## config.mk

```make
export PLATFORM = sky130hd
export DESIGN_NAME = bsram_port_arbiter_flat
export DESIGN_NICKNAME = d
export VERILOG_FILES = /design/src/rtl/bsram_port_arbiter_if.sv /design/src/rtl/bsram_port_arbiter.sv /design/src/flat_wrapper.sv
export SDC_FILE = /design/constraint.sdc
export NUM_CORES = 1
export LEC_CHECK = 0
export CORE_MARGIN = 4
export CORE_UTILIZATION = 40
export DETAILED_ROUTE_END_ITERATION = 10
export PLACE_DENSITY = 0.83
export SYNTH_ARGS = -nofsm -noshare
export SYNTH_HDL_FRONTEND = slang
export SYNTH_SLANG_ARGS = --single-unit
```

## constraint.sdc

```tcl
create_clock -name mclk -period 2.7 [get_ports mclk]
set_clock_uncertainty 0.05 [all_clocks]
set_input_delay 0.675 -clock mclk [delete_from_list [all_inputs] [get_ports mclk]]
set_output_delay 0.675 -clock mclk [all_outputs]
set_load 0.005 [all_outputs]
```

## src/rtl/bsram_port_arbiter_if.sv

```systemverilog
// Host-side request/acknowledge bundle for the BSRAM port arbiter.
// The save-file loader/dumper drives the request fields and reads back the
// acknowledge pulse and the read data.
//
// Signals:
//   host_req   level request, held until host_ack
//   host_we    1 = write, 0 = read (stable while host_req is high)
//   host_addr  20-bit BSRAM address (stable while host_req is high)
//   host_d     8-bit write data (stable while host_req is high)
//   host_ack   one-cycle completion pulse
//   host_q     registered read data, valid from host_ack onward
//
// Modports: master = host loader side, slave = arbiter side.
interface bsram_port_arbiter_if;
    logic        host_req;
    logic        host_we;
    logic [19:0] host_addr;
    logic [7:0]  host_d;
    logic        host_ack;
    logic [7:0]  host_q;

    modport master (
        output host_req, host_we, host_addr, host_d,
        input  host_ack, host_q
    );

    modport slave (
        input  host_req, host_we, host_addr, host_d,
        output host_ack, host_q
    );
endinterface

```

## src/rtl/bsram_port_arbiter.sv

```systemverilog
// bsram_port_arbiter
// Shares the single cartridge BSRAM port between the active mapper and the
// host save-file loader/dumper. The mapper has absolute priority; host
// accesses fill idle slots and are pre-empted (and retried later) whenever
// the mapper asserts chip enable. A dirty flag tracks mapper writes for
// autosave.
//
// Ports:
//   mclk, rst            clock, synchronous active-high reset
//   bsram_mask           address mask applied to every outgoing address
//   map_addr/map_d       mapper address / write data
//   map_ce_n/oe_n/we_n   mapper strobes, active low
//   map_q                read data to the mapper (combinational from mem_q)
//   host                 host request bundle (slave modport)
//   dirty_clr / dirty    clear pulse / mapper-write flag
//   abort_cnt            saturating count of host pre-emptions
//   mem_addr/mem_d       registered physical port address / write data
//   mem_ce_n/oe_n/we_n   registered physical port strobes, active low
//   mem_q                physical port read data
module bsram_port_arbiter #(
    parameter int HOST_CYC = 2
) (
    input  logic                 mclk,
    input  logic                 rst,
    input  logic [19:0]          bsram_mask,
    input  logic [19:0]          map_addr,
    input  logic [7:0]           map_d,
    input  logic                 map_ce_n,
    input  logic                 map_oe_n,
    input  logic                 map_we_n,
    output logic [7:0]           map_q,
    bsram_port_arbiter_if.slave  host,
    input  logic                 dirty_clr,
    output logic                 dirty,
    output logic [7:0]           abort_cnt,
    output logic [19:0]          mem_addr,
    output logic [7:0]           mem_d,
    output logic                 mem_ce_n,
    output logic                 mem_oe_n,
    output logic                 mem_we_n,
    input  logic [7:0]           mem_q
);

    localparam logic [3:0] LAST_CNT = 4'(HOST_CYC - 1);

    typedef enum logic {
        IDLE = 1'b0,
        HOST = 1'b1
    } state_t;

    state_t      state, state_nxt;
    logic [3:0]  cnt, cnt_nxt;

    // Next values (_p0) and their registered copies (_p1)
    logic [19:0] addr_p0, addr_p1;
    logic [7:0]  d_p0, d_p1;
    logic        ce_n_p0, ce_n_p1;
    logic        oe_n_p0, oe_n_p1;
    logic        we_n_p0, we_n_p1;
    logic        ack_p0, ack_p1;
    logic [7:0]  hq_p0, hq_p1;
    logic [7:0]  abort_p0, abort_p1;
    logic        dirty_p0, dirty_p1;

    logic        start;
    logic        last;

    function automatic logic [7:0] sat_inc8(input logic [7:0] v);
        return (v == 8'hFF) ? v : v + 8'd1;
    endfunction

    // A registered ack means the arbiter already returned to IDLE; blocking
    // re-entry on that cycle guarantees one mapper-visible cycle between
    // back-to-back host accesses.
    assign start = host.host_req && map_ce_n && !ack_p1;
    assign last  = (cnt == LAST_CNT);

    // ---- state register ----
    always_ff @(posedge mclk) begin
        if (rst) begin
            state <= IDLE;
            cnt   <= 4'd0;
        end else begin
            state <= state_nxt;
            cnt   <= cnt_nxt;
        end
    end

    // ---- next-state logic ----
    always_comb begin
        state_nxt = state;
        case (state)
            IDLE:    if (start) state_nxt = HOST;
            HOST:    if (!map_ce_n || last) state_nxt = IDLE;
            default: state_nxt = IDLE;
        endcase
    end

    // ---- output logic ----
    always_comb begin
        cnt_nxt  = 4'd0;
        ack_p0   = 1'b0;
        hq_p0    = hq_p1;
        abort_p0 = abort_p1;

        // The port carries the host access exactly in the cycles spent in
        // HOST; every other cycle (including abort and completion turnaround)
        // it carries the mapper.
        if (state_nxt == HOST) begin
            addr_p0 = host.host_addr & bsram_mask;
            d_p0    = host.host_d;
            ce_n_p0 = 1'b0;
            oe_n_p0 = host.host_we;
            we_n_p0 = ~host.host_we;
        end else begin
            addr_p0 = map_addr & bsram_mask;
            d_p0    = map_d;
            ce_n_p0 = map_ce_n;
            oe_n_p0 = map_oe_n;
            we_n_p0 = map_we_n;
        end

        if (state == HOST) begin
            cnt_nxt = cnt + 4'd1;
            if (!map_ce_n) begin
                abort_p0 = sat_inc8(abort_p1);
            end else if (last) begin
                ack_p0 = 1'b1;
                if (!host.host_we) hq_p0 = mem_q;
            end
        end

        // Set beats clear when a mapper write and dirty_clr coincide.
        if (!map_ce_n && !map_we_n) dirty_p0 = 1'b1;
        else if (dirty_clr)         dirty_p0 = 1'b0;
        else                        dirty_p0 = dirty_p1;
    end

    // ---- output registers ----
    always_ff @(posedge mclk) begin
        if (rst) begin
            addr_p1  <= 20'd0;
            d_p1     <= 8'd0;
            ce_n_p1  <= 1'b1;
            oe_n_p1  <= 1'b1;
            we_n_p1  <= 1'b1;
            ack_p1   <= 1'b0;
            hq_p1    <= 8'd0;
            abort_p1 <= 8'd0;
            dirty_p1 <= 1'b0;
        end else begin
            addr_p1  <= addr_p0;
            d_p1     <= d_p0;
            ce_n_p1  <= ce_n_p0;
            oe_n_p1  <= oe_n_p0;
            we_n_p1  <= we_n_p0;
            ack_p1   <= ack_p0;
            hq_p1    <= hq_p0;
            abort_p1 <= abort_p0;
            dirty_p1 <= dirty_p0;
        end
    end

    assign mem_addr      = addr_p1;
    assign mem_d         = d_p1;
    assign mem_ce_n      = ce_n_p1;
    assign mem_oe_n      = oe_n_p1;
    assign mem_we_n      = we_n_p1;
    assign host.host_ack = ack_p1;
    assign host.host_q   = hq_p1;
    assign abort_cnt     = abort_p1;
    assign dirty         = dirty_p1;
    assign map_q         = mem_q;

endmodule

```

## src/flat_wrapper.sv

```systemverilog
// flat-port wrapper written by rule: the top's interface ports become plain ports
module bsram_port_arbiter_flat 
#(
    parameter int HOST_CYC = 2
)
  (mclk, rst, bsram_mask, map_addr, map_d, map_ce_n, map_oe_n, map_we_n, map_q, dirty_clr, dirty, abort_cnt, mem_addr, mem_d, mem_ce_n, mem_oe_n, mem_we_n, mem_q, host_host_req, host_host_we, host_host_addr, host_host_d, host_host_ack, host_host_q);
  bsram_port_arbiter_if host_i ();
  input  logic mclk;
  input  logic rst;
  input  logic [19:0] bsram_mask;
  input  logic [19:0] map_addr;
  input  logic [7:0] map_d;
  input  logic map_ce_n;
  input  logic map_oe_n;
  input  logic map_we_n;
  output logic [7:0] map_q;
  input  logic dirty_clr;
  output logic dirty;
  output logic [7:0] abort_cnt;
  output logic [19:0] mem_addr;
  output logic [7:0] mem_d;
  output logic mem_ce_n;
  output logic mem_oe_n;
  output logic mem_we_n;
  input  logic [7:0] mem_q;
  input wire logic [$bits(host_i.host_req)-1:0] host_host_req;
  input wire logic [$bits(host_i.host_we)-1:0] host_host_we;
  input wire logic [$bits(host_i.host_addr)-1:0] host_host_addr;
  input wire logic [$bits(host_i.host_d)-1:0] host_host_d;
  output wire logic [$bits(host_i.host_ack)-1:0] host_host_ack;
  output wire logic [$bits(host_i.host_q)-1:0] host_host_q;
  assign host_i.host_req = host_host_req;
  assign host_i.host_we = host_host_we;
  assign host_i.host_addr = host_host_addr;
  assign host_i.host_d = host_host_d;
  assign host_host_ack = host_i.host_ack;
  assign host_host_q = host_i.host_q;
  bsram_port_arbiter #(.HOST_CYC(HOST_CYC)) u_core (.mclk(mclk), .rst(rst), .bsram_mask(bsram_mask), .map_addr(map_addr), .map_d(map_d), .map_ce_n(map_ce_n), .map_oe_n(map_oe_n), .map_we_n(map_we_n), .map_q(map_q), .host(host_i), .dirty_clr(dirty_clr), .dirty(dirty), .abort_cnt(abort_cnt), .mem_addr(mem_addr), .mem_d(mem_d), .mem_ce_n(mem_ce_n), .mem_oe_n(mem_oe_n), .mem_we_n(mem_we_n), .mem_q(mem_q));
endmodule
```

==> results of run 1 <==
## cell usage after synthesis (4+ instances only)
cell type,n
buf_4,10
a21oi_1,23
nand2b_1,22
mux2i_1,9
nor2_1,21
clkbuf_1,9
dfxtp_1,54
a21oi_2,10
nand3_1,31
o21ai_1,19
nand2_1,4
o21ai_2,10
xor2_1,4
buf_2,4
inv_1,4
## sequential cells by signal (all words and copies together) (netlist names)
name	cells
u_core.abort_cnt	8
u_core.mem_d	8
u_core.mem_addr	20
u_core.mem_we_n	1
u_core.state	1
u_core.host.host_ack	1
u_core.mem_ce_n	1
u_core.host.host_q	8
u_core.cnt	4
u_core.mem_oe_n	1
u_core.dirty	1
## area by class of cell
cell class                 instances  area share [%]
clock buffer                       6            1.82
tap                               75            2.36
sequential                        54            27.2
clock inverter                     2           0.346
inverter                           4           0.377
timing repair buffer             154            38.7
multi-input combinational        180            29.2
## routing by layer
| metal | vias up | routed length (µm) | global-route usage, % |
|---|---|---|---|
| met3 | 7 | 544 | 5.09 |
| met4 | 0 | 47 | 4.17 |
| met2 | 104 | 3950 | 35.1 |
| met5 | - | 0 | 0 |
| met1 | 1139 | 3110 | 25.0 |
| li1 | 1171 | - | - |
## worst max path at each step
| stage | cells past startpoint | endpoint | slack (ps) | from |
|---|---|---|---|---|
| after floorplan | 6 | u_core.mem_d[7] | 1070 | host_host_req |
| after global placement | 2 | map_q[5] | 320 | mem_q[5] |
| after detailed placement | 2 | map_q[1] | 280 | mem_q[1] |
| after CTS | 2 | map_q[1] | 280 | mem_q[1] |
| after global routing | 2 | map_q[1] | 250 | mem_q[1] |
| final | 2 | map_q[1] | 280 | mem_q[1] |
## where the power goes
part           internal [mW]  switching, mW  leakage, nW
combinational          0.219          0.127         1.02
clock                  0.184          0.262       0.0452
sequential             0.824        0.00998        0.441
total                   1.23          0.400         1.51
## stage by stage
stage	hold slack, ps	cells	area, µm²	power (mW)	setup slack, ps
floorplan	383	264	2410	0.983	1070
global placement	393	467	3890	1.19	324
detailed placement	414	467	3890	1.20	279
CTS	430	475	3980	1.64	281
global route	463	475	3980	1.70	252
finish	436	475	3980	1.63	277
## cell families (layout without fill, tap and decap cells)
group,count (synthesis),after routing
and+or+nand+nor,89,89
AOI/OAI and AO/OA,71,71
DFF,54,54
buffers and inverters,30,166
muxes,11,11
xor gates and xnor gates,6,6
adders and majority gates,3,3
==> impl_metrics.py, run 1 <==
metrics = {
    "clock_network": {
        "path_clk_slew_ps": 100,
        "clock_path_buffers": 2,
        "ctsResizeCount": 0,
        "insertion_delay_ps": 300,
        "cts.sinks": 54,
        "holdBufCountCts": 0,
        "cts_htree_levels": 2,
        "cts_setup_buffers": 0,
        "cts_made_buffers": 5,
        "clock-root-buffer": "clkbuf_8",
        "cts_tree": "yes",
    },
    "timing": {
        "setup_tns_ps": 0,
        "slew_headroom_pct": 71.9,
        "finalHoldViolCount": 0,
        "rsz0062_at_grt": "no",
        "max_freq_mhz": 413,
        "setup_viol": 0,
        "maxSlewViolCount": 0,
        "fin_crit_ps": 2420,
        "period_share_pct": 89.7,
        "worst_pin_slew_ps": 422,
    },
    "pwr": {
        "peakVddDrop_v": 0.000222,
        "power_density_nw_per_um2": 409,
        "leakagePower_nw": 1.51,
    },
    "floorplan": {
        "rows": 28,
        "coreArea_um2": 5890,
        "die_x_um": 85.7,
        "start_util_pct": 41.0,
        "die-area_um2": 7340,
        "ioPinCount": 149,
        "fp.dieH_um": 85.7,
    },
    "critical_path": {
        "critPathMostFrequentCell": "clkdlybuf4s50_1",
        "worstReg2RegStart": "u_core.cnt[0]",
        "crit_fanout": 2,
        "path_cells": "clkdlybuf4s50_1 -> clkdlybuf4s50_1",
        "crit_arrival_ps": 1700,
        "cp_num_buf_inv": 2,
        "critPathKind": "primary input to output pin",
        "ff2ff_setup_slack_ps": 890,
        "max_stage_delay_ps": 530,
        "slowest_stage": "clkdlybuf4s50_1",
        "ff2ff_path_depth": 5,
        "cp.required_ps": 1980,
        "worstSetupStartpointType": "primary input",
        "r2r-end": "u_core.mem_d[0]",
        "critPathTopFamily": "buffers and inverters",
        "endpoint_kind": "output pin",
    },
    "final_layout": {
        "layout_common_cells": "148 x clkdlybuf4s50_1, 54 x dfxtp_1, 31 x nand3_1",
        "drive_gt1_share_pct": 10.0,
        "fin_nets": 494,
        "fin_util_pct": 67.6,
        "nFillCells": 470,
        "layout_commonest_cell": "clkdlybuf4s50_1",
        "seqCellArea_um2": 1080,
        "multiInputGateArea_um2": 1160,
        "antennaDiodeCount": 0,
        "area_growth_pct": 64.8,
    },
    "global_route": {
        "grt_pass1_vias": 2290,
        "grt.total_usage_pct": 20.1,
        "grt_pass1_wl_mm": 11.7,
        "grt_max_degree": 51,
        "antenna_found_initial": 0,
        "overflow": 0,
    },
    "min_path": {
        "hp-class": "flip-flop to flip-flop",
        "hold_start": "u_core.cnt[0]",
        "min_to": "u_core.cnt[0]",
        "holdPathStages": 1,
    },
    "synthesis": {
        "yosys.area.top_type": "dfxtp_1",
        "synthFlopType": "dfxtp_1",
        "synth_area_um2": 2410,
        "synth-simple-area-share_pct": 19.8,
        "yosys_warnings": 0,
        "ys_seq_area_share_pct": 44.8,
        "muxShareOfSynthArea_pct": 4.92,
        "ys_types": 37,
        "synthAdderAreaFrac_pct": 1.55,
        "syn_nets": 359,
        "synth_xor_area_share_pct": 2.18,
        "synthCells": 264,
        "synth.avg_cell_area_um2": 9.15,
        "ys_ff_latch": 54,
        "yosysTopAreaCellShare_pct": 44.8,
        "synth_compound_area_share_pct": 19.4,
        "synth_top_family_by_area": "simple AND/OR/NAND/NOR gates",
        "synth_top_cells_by_area": "dfxtp_1 45%, nand3_1 6.4%, nand2b_1 5.7%, a21oi_1 4.8%, o21ai_1 3.9%",
        "ys_async_sr_fraction_pct": 0,
        "synth_edf_count": 0,
    },
    "placement": {
        "place_congestion": 0.783,
        "port_buffers": 148,
        "hpwl_mm": 5.66,
    },
    "outcome": {
        "status": "finished, final reports clean",
    },
    "drt": {
        "drc_errors": 0,
        "vias": 2421,
        "viasPerCell": 5.10,
        "ant_nets": 0,
        "post_drt_wl_per_cell_um": 16.1,
        "drtPass1Iterations": 4,
        "drtIter0Drc": 120,
        "routed_wl_mm": 7.66,
    },
    "run": {
        "maxCapViolCount": 0,
    },
}
Power figures use the tool's default switching activity.
==> run 2: changes to the inputs <==
--- a/config.mk
+++ b/config.mk
@@ -9,6 +9,7 @@
 export CORE_UTILIZATION = 40
 export DETAILED_ROUTE_END_ITERATION = 10
 export PLACE_DENSITY = 0.83
+export SLEW_MARGIN = 20
 export SYNTH_ARGS = -nofsm -noshare
 export SYNTH_HDL_FRONTEND = slang
 export SYNTH_SLANG_ARGS = --single-unit
==> results of run 2 <==
The final DEF is identical to that of run 1; final timing and power are the same.
==> run 3: changes to the inputs <==
--- a/config.mk
+++ b/config.mk
@@ -5,6 +5,7 @@
 export SDC_FILE = /design/constraint.sdc
 export NUM_CORES = 1
 export LEC_CHECK = 0
+export ABC_CLOCK_PERIOD_IN_PS = 2700
 export CORE_MARGIN = 4
 export CORE_UTILIZATION = 40
 export DETAILED_ROUTE_END_ITERATION = 10
==> results of run 3 <==
The final DEF is identical to that of run 1; final timing and power are the same.
